$ cat config.mk
export PLATFORM = sky130hd
export DESIGN_NAME = conv2_window_buf
export DESIGN_NICKNAME = d
export VERILOG_FILES = /design/src/rtl/conv2_pkg.sv /design/src/rtl/conv2_line_shift.sv /design/src/rtl/conv2_window_buf.sv
export SDC_FILE = /design/constraint.sdc
export NUM_CORES = 2
export LEC_CHECK = 0
export CAP_MARGIN = 20
export CELL_PAD_IN_SITES_DETAIL_PLACEMENT = 1
export CELL_PAD_IN_SITES_GLOBAL_PLACEMENT = 2
export CORE_MARGIN = 1
export CORE_UTILIZATION = 41
export DETAILED_ROUTE_END_ITERATION = 8
export PLACE_DENSITY_LB_ADDON = 0.15
export SYNTH_ARGS = -nofsm -noshare
export SYNTH_HDL_FRONTEND = slang
export SYNTH_SLANG_ARGS = --single-unit
$ cat constraint.sdc
create_clock -name clk -period 2.9 [get_ports clk]
set_clock_uncertainty 0.2 [all_clocks]
set_input_delay 0.87 -clock clk [delete_from_list [all_inputs] [get_ports clk]]
set_output_delay 0.87 -clock clk [all_outputs]
set_load 0.05 [all_outputs]
$ cat src/rtl/conv2_pkg.sv
// conv2_pkg: shared constants and helpers for the conv2 window buffer.
//   CONV2_DATA_W  pixel width
//   CONV2_IMG_W   input feature-map side
//   CONV2_K       window side
//   CONV2_TAPS    taps per channel window
//   conv2_tap_index(k, img_w) maps window tap k to its shift-register entry.
package conv2_pkg;

    localparam int unsigned CONV2_DATA_W = 12;
    localparam int unsigned CONV2_IMG_W  = 12;
    localparam int unsigned CONV2_K      = 5;
    localparam int unsigned CONV2_TAPS   = CONV2_K * CONV2_K;

    // Tap k (row-major, top-left = 0) sits (K-1-r) rows and (K-1-c) pixels
    // behind the newest pixel in the raster-ordered shift register.
    function automatic int unsigned conv2_tap_index(input int unsigned k,
                                                    input int unsigned img_w);
        int unsigned r;
        int unsigned c;
        r = k / CONV2_K;
        c = k % CONV2_K;
        return (CONV2_K - 1 - r) * img_w + (CONV2_K - 1 - c);
    endfunction

endpackage

$ cat src/rtl/conv2_line_shift.sv
// conv2_line_shift: one channel of line buffering for the 5x5 window.
// Holds (K-1) full rows plus K pixels; entry 0 is the newest pixel.
// Ports:
//   clk, rst_n  clock, async active-low reset (clears every entry)
//   shift_en    advance the register by one pixel
//   din         incoming pixel
//   taps        25 window taps, straight from register entries
module conv2_line_shift
    import conv2_pkg::*;
#(
    parameter int unsigned DATA_W = CONV2_DATA_W,
    parameter int unsigned IMG_W  = CONV2_IMG_W
) (
    input  logic                                  clk,
    input  logic                                  rst_n,
    input  logic                                  shift_en,
    input  logic [DATA_W-1:0]                     din,
    output logic [CONV2_TAPS-1:0][DATA_W-1:0]     taps
);

    localparam int unsigned DEPTH = (CONV2_K - 1) * IMG_W + CONV2_K;

    logic [DATA_W-1:0] sr_q [DEPTH];

    always_ff @(posedge clk or negedge rst_n) begin
        if (!rst_n) begin
            for (int i = 0; i < DEPTH; i++) begin
                sr_q[i] <= '0;
            end
        end else if (shift_en) begin
            sr_q[0] <= din;
            for (int i = 1; i < DEPTH; i++) begin
                sr_q[i] <= sr_q[i-1];
            end
        end
    end

    for (genvar k = 0; k < CONV2_TAPS; k++) begin : g_tap
        assign taps[k] = sr_q[conv2_tap_index(k, IMG_W)];
    end

endmodule

$ cat src/rtl/conv2_window_buf.sv
// conv2_window_buf: streaming 5x5 window generator for three channels.
// Ports:
//   clk, rst_n            clock, async active-low reset
//   valid_in              pixel accept strobe (one pixel per channel)
//   data_in1..3           channel pixels, signed
//   valid_out_buf         one-cycle strobe per fully populated window
//   data_outC_k           tap k (row-major, 0 = top-left) of channel C
module conv2_window_buf
    import conv2_pkg::*;
#(
    parameter int unsigned DATA_W = CONV2_DATA_W,
    parameter int unsigned IMG_W  = CONV2_IMG_W,
    parameter int unsigned K      = CONV2_K
) (
    input  logic                     clk,
    input  logic                     rst_n,
    input  logic                     valid_in,
    input  logic signed [DATA_W-1:0] data_in1,
    input  logic signed [DATA_W-1:0] data_in2,
    input  logic signed [DATA_W-1:0] data_in3,
    output logic                     valid_out_buf,
    output logic signed [DATA_W-1:0] data_out1_0,  data_out1_1,  data_out1_2,  data_out1_3,
    output logic signed [DATA_W-1:0] data_out1_4,  data_out1_5,  data_out1_6,  data_out1_7,
    output logic signed [DATA_W-1:0] data_out1_8,  data_out1_9,  data_out1_10, data_out1_11,
    output logic signed [DATA_W-1:0] data_out1_12, data_out1_13, data_out1_14, data_out1_15,
    output logic signed [DATA_W-1:0] data_out1_16, data_out1_17, data_out1_18, data_out1_19,
    output logic signed [DATA_W-1:0] data_out1_20, data_out1_21, data_out1_22, data_out1_23,
    output logic signed [DATA_W-1:0] data_out1_24,
    output logic signed [DATA_W-1:0] data_out2_0,  data_out2_1,  data_out2_2,  data_out2_3,
    output logic signed [DATA_W-1:0] data_out2_4,  data_out2_5,  data_out2_6,  data_out2_7,
    output logic signed [DATA_W-1:0] data_out2_8,  data_out2_9,  data_out2_10, data_out2_11,
    output logic signed [DATA_W-1:0] data_out2_12, data_out2_13, data_out2_14, data_out2_15,
    output logic signed [DATA_W-1:0] data_out2_16, data_out2_17, data_out2_18, data_out2_19,
    output logic signed [DATA_W-1:0] data_out2_20, data_out2_21, data_out2_22, data_out2_23,
    output logic signed [DATA_W-1:0] data_out2_24,
    output logic signed [DATA_W-1:0] data_out3_0,  data_out3_1,  data_out3_2,  data_out3_3,
    output logic signed [DATA_W-1:0] data_out3_4,  data_out3_5,  data_out3_6,  data_out3_7,
    output logic signed [DATA_W-1:0] data_out3_8,  data_out3_9,  data_out3_10, data_out3_11,
    output logic signed [DATA_W-1:0] data_out3_12, data_out3_13, data_out3_14, data_out3_15,
    output logic signed [DATA_W-1:0] data_out3_16, data_out3_17, data_out3_18, data_out3_19,
    output logic signed [DATA_W-1:0] data_out3_20, data_out3_21, data_out3_22, data_out3_23,
    output logic signed [DATA_W-1:0] data_out3_24
);

    localparam int unsigned CNT_W = $clog2(IMG_W);

    logic [CNT_W-1:0] col_q, col_d;
    logic [CNT_W-1:0] row_q, row_d;
    logic             valid_q, valid_d;

    logic [CONV2_TAPS-1:0][DATA_W-1:0] taps1, taps2, taps3;

    // Counters hold the position of the pixel that the next accept will take.
    always_ff @(posedge clk or negedge rst_n) begin
        if (!rst_n) begin
            col_q   <= '0;
            row_q   <= '0;
            valid_q <= 1'b0;
        end else begin
            col_q   <= col_d;
            row_q   <= row_d;
            valid_q <= valid_d;
        end
    end

    always_comb begin
        col_d = col_q;
        row_d = row_q;
        if (valid_in) begin
            if (col_q == CNT_W'(IMG_W - 1)) begin
                col_d = '0;
                row_d = (row_q == CNT_W'(IMG_W - 1)) ? '0 : row_q + 1'b1;
            end else begin
                col_d = col_q + 1'b1;
            end
        end
    end

    // A window is complete once the accepted pixel is at least K-1 in from
    // the top and left edges; only then does the bottom-right tap close it.
    assign valid_d = valid_in && (col_q >= CNT_W'(K - 1)) && (row_q >= CNT_W'(K - 1));

    assign valid_out_buf = valid_q;

    conv2_line_shift #(
        .DATA_W (DATA_W),
        .IMG_W  (IMG_W)
    ) u_ch1 (
        .clk      (clk),
        .rst_n    (rst_n),
        .shift_en (valid_in),
        .din      (data_in1),
        .taps     (taps1)
    );

    conv2_line_shift #(
        .DATA_W (DATA_W),
        .IMG_W  (IMG_W)
    ) u_ch2 (
        .clk      (clk),
        .rst_n    (rst_n),
        .shift_en (valid_in),
        .din      (data_in2),
        .taps     (taps2)
    );

    conv2_line_shift #(
        .DATA_W (DATA_W),
        .IMG_W  (IMG_W)
    ) u_ch3 (
        .clk      (clk),
        .rst_n    (rst_n),
        .shift_en (valid_in),
        .din      (data_in3),
        .taps     (taps3)
    );

    assign data_out1_0  = taps1[0];
    assign data_out1_1  = taps1[1];
    assign data_out1_2  = taps1[2];
    assign data_out1_3  = taps1[3];
    assign data_out1_4  = taps1[4];
    assign data_out1_5  = taps1[5];
    assign data_out1_6  = taps1[6];
    assign data_out1_7  = taps1[7];
    assign data_out1_8  = taps1[8];
    assign data_out1_9  = taps1[9];
    assign data_out1_10 = taps1[10];
    assign data_out1_11 = taps1[11];
    assign data_out1_12 = taps1[12];
    assign data_out1_13 = taps1[13];
    assign data_out1_14 = taps1[14];
    assign data_out1_15 = taps1[15];
    assign data_out1_16 = taps1[16];
    assign data_out1_17 = taps1[17];
    assign data_out1_18 = taps1[18];
    assign data_out1_19 = taps1[19];
    assign data_out1_20 = taps1[20];
    assign data_out1_21 = taps1[21];
    assign data_out1_22 = taps1[22];
    assign data_out1_23 = taps1[23];
    assign data_out1_24 = taps1[24];

    assign data_out2_0  = taps2[0];
    assign data_out2_1  = taps2[1];
    assign data_out2_2  = taps2[2];
    assign data_out2_3  = taps2[3];
    assign data_out2_4  = taps2[4];
    assign data_out2_5  = taps2[5];
    assign data_out2_6  = taps2[6];
    assign data_out2_7  = taps2[7];
    assign data_out2_8  = taps2[8];
    assign data_out2_9  = taps2[9];
    assign data_out2_10 = taps2[10];
    assign data_out2_11 = taps2[11];
    assign data_out2_12 = taps2[12];
    assign data_out2_13 = taps2[13];
    assign data_out2_14 = taps2[14];
    assign data_out2_15 = taps2[15];
    assign data_out2_16 = taps2[16];
    assign data_out2_17 = taps2[17];
    assign data_out2_18 = taps2[18];
    assign data_out2_19 = taps2[19];
    assign data_out2_20 = taps2[20];
    assign data_out2_21 = taps2[21];
    assign data_out2_22 = taps2[22];
    assign data_out2_23 = taps2[23];
    assign data_out2_24 = taps2[24];

    assign data_out3_0  = taps3[0];
    assign data_out3_1  = taps3[1];
    assign data_out3_2  = taps3[2];
    assign data_out3_3  = taps3[3];
    assign data_out3_4  = taps3[4];
    assign data_out3_5  = taps3[5];
    assign data_out3_6  = taps3[6];
    assign data_out3_7  = taps3[7];
    assign data_out3_8  = taps3[8];
    assign data_out3_9  = taps3[9];
    assign data_out3_10 = taps3[10];
    assign data_out3_11 = taps3[11];
    assign data_out3_12 = taps3[12];
    assign data_out3_13 = taps3[13];
    assign data_out3_14 = taps3[14];
    assign data_out3_15 = taps3[15];
    assign data_out3_16 = taps3[16];
    assign data_out3_17 = taps3[17];
    assign data_out3_18 = taps3[18];
    assign data_out3_19 = taps3[19];
    assign data_out3_20 = taps3[20];
    assign data_out3_21 = taps3[21];
    assign data_out3_22 = taps3[22];
    assign data_out3_23 = taps3[23];
    assign data_out3_24 = taps3[24];

endmodule

==> results.py <==
metrics = {
    "routing": {
        "vias_per_cell": 4.80,
        "routed_wl_um": 178000,
        "dr.pass1.iters": 4,
        "num_vias": 37936,
        "ant_nets": 0,
        "drc_errors": 0,
        "wire_per_inst_um": 22.6,
        "drt_iter0_drc": 1430,
    },
    "grt": {
        "track_usage_pct": 18.6,
        "overflow": 0,
        "antenna_found_initial": 7,
        "grt_pass1_vias": 41628,
        "grt_pass1_wl_um": 273000,
        "grt_max_degree": 109,
    },
    "synthesis": {
        "yosysWarnings": 0,
        "ys.flop_type": "dfrtp_1",
        "syn_area_per_cell_um2": 15.8,
        "synth_top_family_by_area": "multiplexers",
        "synth-seq-cells": 1917,
        "syn_nets": 5010,
        "synth_area_um2": 78500,
        "synthTopCellsByCount": "dfrtp_1 (1917), mux2_2 (1912), buf_4 (901)",
        "synth_most_common_cell": "dfrtp_1",
        "synth_compound_area_share_pct": 0.0494,
        "synth_xor_area_share_pct": 0,
        "async_reset_ff_share_pct": 100,
        "synth_cells": 4969,
        "synthAdderAreaFrac_pct": 0.0319,
        "yosysTopAreaCell": "dfrtp_1",
        "synth-simple-area-share_pct": 0.116,
        "ys_seq_area_share_pct": 61.1,
        "yosys.area.top_type_share_pct": 61.1,
        "muxShareOfSynthArea_pct": 27.4,
        "yosys-top-cells-area": "dfrtp_1 (61%), mux2_2 (27%), buf_4 (8.6%)",
        "synth_edf_count": 0,
        "post_synth_num_cell_types": 20,
    },
    "die": {
        "die_y_um": 439,
        "die_x_um": 439,
        "rows": 160,
        "core-area_um2": 190000,
        "io-pin-count": 940,
        "start_util_pct": 41.3,
        "dieArea_um2": 193000,
    },
    "pwr": {
        "ir_worst_vdd_mv": 0.814,
        "p_leak_nw": 44.1,
        "cellPowerDensity_nw_per_um2": 955,
        "finalPower_mw": 87.3,
    },
    "worst_setup_path": {
        "critical-path-top-delay-family": "buffers and inverters",
        "worst-path-buf-inv": 1,
        "startpoint_type": "flip-flop",
        "crit_arrival_ps": 1770,
        "max_stage_delay_ps": 530,
        "path_max_fanout": 3,
        "critical_path_class": "flip-flop to output pin",
        "crit_chain": "clkdlybuf4s15_1",
        "crit_slowest_cell": "clkdlybuf4s15_1",
        "reg2regPathDepth": 4,
        "cp-end-kind": "output pin",
        "cp_num_cells": 1,
        "worstPathRequired_ps": 1830,
    },
    "cells_and_area": {
        "synthToLayoutAreaGrowth_pct": 16.5,
        "final_layout_size_suffix_gt1_share_pct": 53.6,
        "final_util_pct": 48.1,
        "fill_cells": 18085,
        "stdcell_count": 7897,
        "fin_nets": 5267,
    },
    "cts": {
        "h-tree-depth": 4,
        "cts.sinks": 1917,
        "cts_tree": "done",
        "clk_path_buf_depth": 3,
        "clk_pin_slew_worst_paths_ps": 60,
        "post_cts_buffers": 0,
        "clkLatencyLatePin_ps": 810,
        "cts_root_buffer": "clkbuf_16",
        "cts_buffers": 208,
    },
    "run_status": {
        "status": "completed",
    },
    "placement": {
        "hpwlAfterDp_um": 128000,
        "gp_congestion": 0.832,
        "portBuffers": 939,
        "dp.cells": 7526,
    },
    "min_path": {
        "min_path_type": "flip-flop to flip-flop",
        "whs_path_depth": 1,
    },
    "sta": {
        "slew_headroom_pct": 59.4,
        "hold_slack_ps": 279,
        "finalSetupViolations": 0,
        "drv_slew": 0,
        "max_freq_mhz": 352,
        "fin_crit_sh_pct": 98.0,
        "tightest_slew_ps": 608,
        "hold_viol": 0,
        "min_period_ps": 2840,
    },
    "job": {
        "maxCapViolCount": 0,
    },
}
-- worst paths after layout --
check	to	slack, ps	startpoint
worst max-delay path	data_out3_22[5]	60	u_ch3.taps[269]
worst max register to register	row_q[3]	1150	col_q[0]
worst min-delay path	u_ch3.sr_q[515]	280	u_ch3.sr_q[527]
worst min register to register	u_ch3.sr_q[515]	280	u_ch3.sr_q[527]
max in group asynchronous	u_ch2.taps[298]	1000	rst_n
min in group asynchronous	u_ch1.sr_q[359]	450	rst_n
-- routing by layer --
metal  global-route usage [%]  vias up  part of all wire [%]
met2                     32.2      687                    52
met5                        0        -                 0.017
met1                     22.4    20170                    39
met4                     8.15        4                   4.6
li1                         -    16746                     -
met3                     3.72      329                   4.0
-- repair_timing --
action	CTS	global route
endpoints found under the setup margin	798	74
hold endpoints to repair	41	0
resized for setup	1614	74
hold buffers	1	0
-- cell type report --
cell class / instances / area [µm²] / area share, %
Inverter: 2 / 7.51 / 0.00821
Multi-Input combinational cell: 1937 / 21700 / 23.7
Timing Repair Buffer: 1160 / 11800 / 12.9
Tap cell: 2511 / 3140 / 3.44
Antenna cell: 3 / 7.51 / 0.00821
Sequential cell: 1917 / 48000 / 52.5
Clock inverter: 42 / 539 / 0.590
Clock buffer: 325 / 6300 / 6.89
-- power breakdown --
group / switching (mW) / leakage (nW) / total (mW) / internal (mW)
combinational: 14.3 / 15.7 / 23.0 / 8.65
sequential: 4.86 / 25.0 / 38.0 / 33.1
clock: 10.6 / 3.37 / 26.3 / 15.8
total: 29.8 / 44.1 / 87.3 / 57.5
-- flip-flops by register name, summed over array words and instances, names as in the netlist --
signal and cells:
u_ch1.sr_q 336, u_ch2.sr_q 336, u_ch3.sr_q 336, u_ch1.taps 300, u_ch2.taps 300, u_ch3.taps 300
col_q 4, row_q 4, valid_out_buf 1
-- cell usage in the layout, fill, tap and decap left out, drive strengths merged --
cell type | Yosys | layout
a21boi | 1 | 1
a21o | 1 | 1
a311oi | 1 | 1
and4b | 1 | 1
buf | 1113 | 327
bufinv | 0 | 11
clkbuf | 0 | 358
clkdlybuf4s15 | 0 | 508
clkdlybuf4s18 | 0 | 2
clkdlybuf4s50 | 0 | 36
clkinv | 0 | 27
clkinvlp | 0 | 2
dfrtp | 1917 | 1917
diode | 0 | 3
dlygate4sd2 | 0 | 253
dlygate4sd3 | 0 | 1
ha | 2 | 2
inv | 2 | 4
mux2 | 1912 | 1912
mux2i | 1 | 1
nand2 | 5 | 5
nand3 | 2 | 2
nand3b | 1 | 1
nand4b | 1 | 1
nor2 | 4 | 4
nor3b | 1 | 1
o21ai | 3 | 3
or4 | 1 | 1
-- cell families (layout without fill, tap and decap cells) --
group,after synthesis,in the layout
other,0,3
AO/OA/AOI/OAI,6,6
multiplexers,1913,1913
buffers and inverters,1115,1529
AND/OR/NAND/NOR,16,16
adder cells (fa/ha/maj),2,2
flip-flops,1917,1917
-- metrics by stage --
step                      instance area [µm²]  worst slack (ps)  setup TNS [ps]
final                                   91400              58.8               0
after global routing                    91400             -1.60           -13.7
after CTS                               91500             0.145               0
after detailed placement                84700               315               0
after global placement                  84700               333               0
after floorplan                         78500               796               0
(Power assumes the default switching activity.)
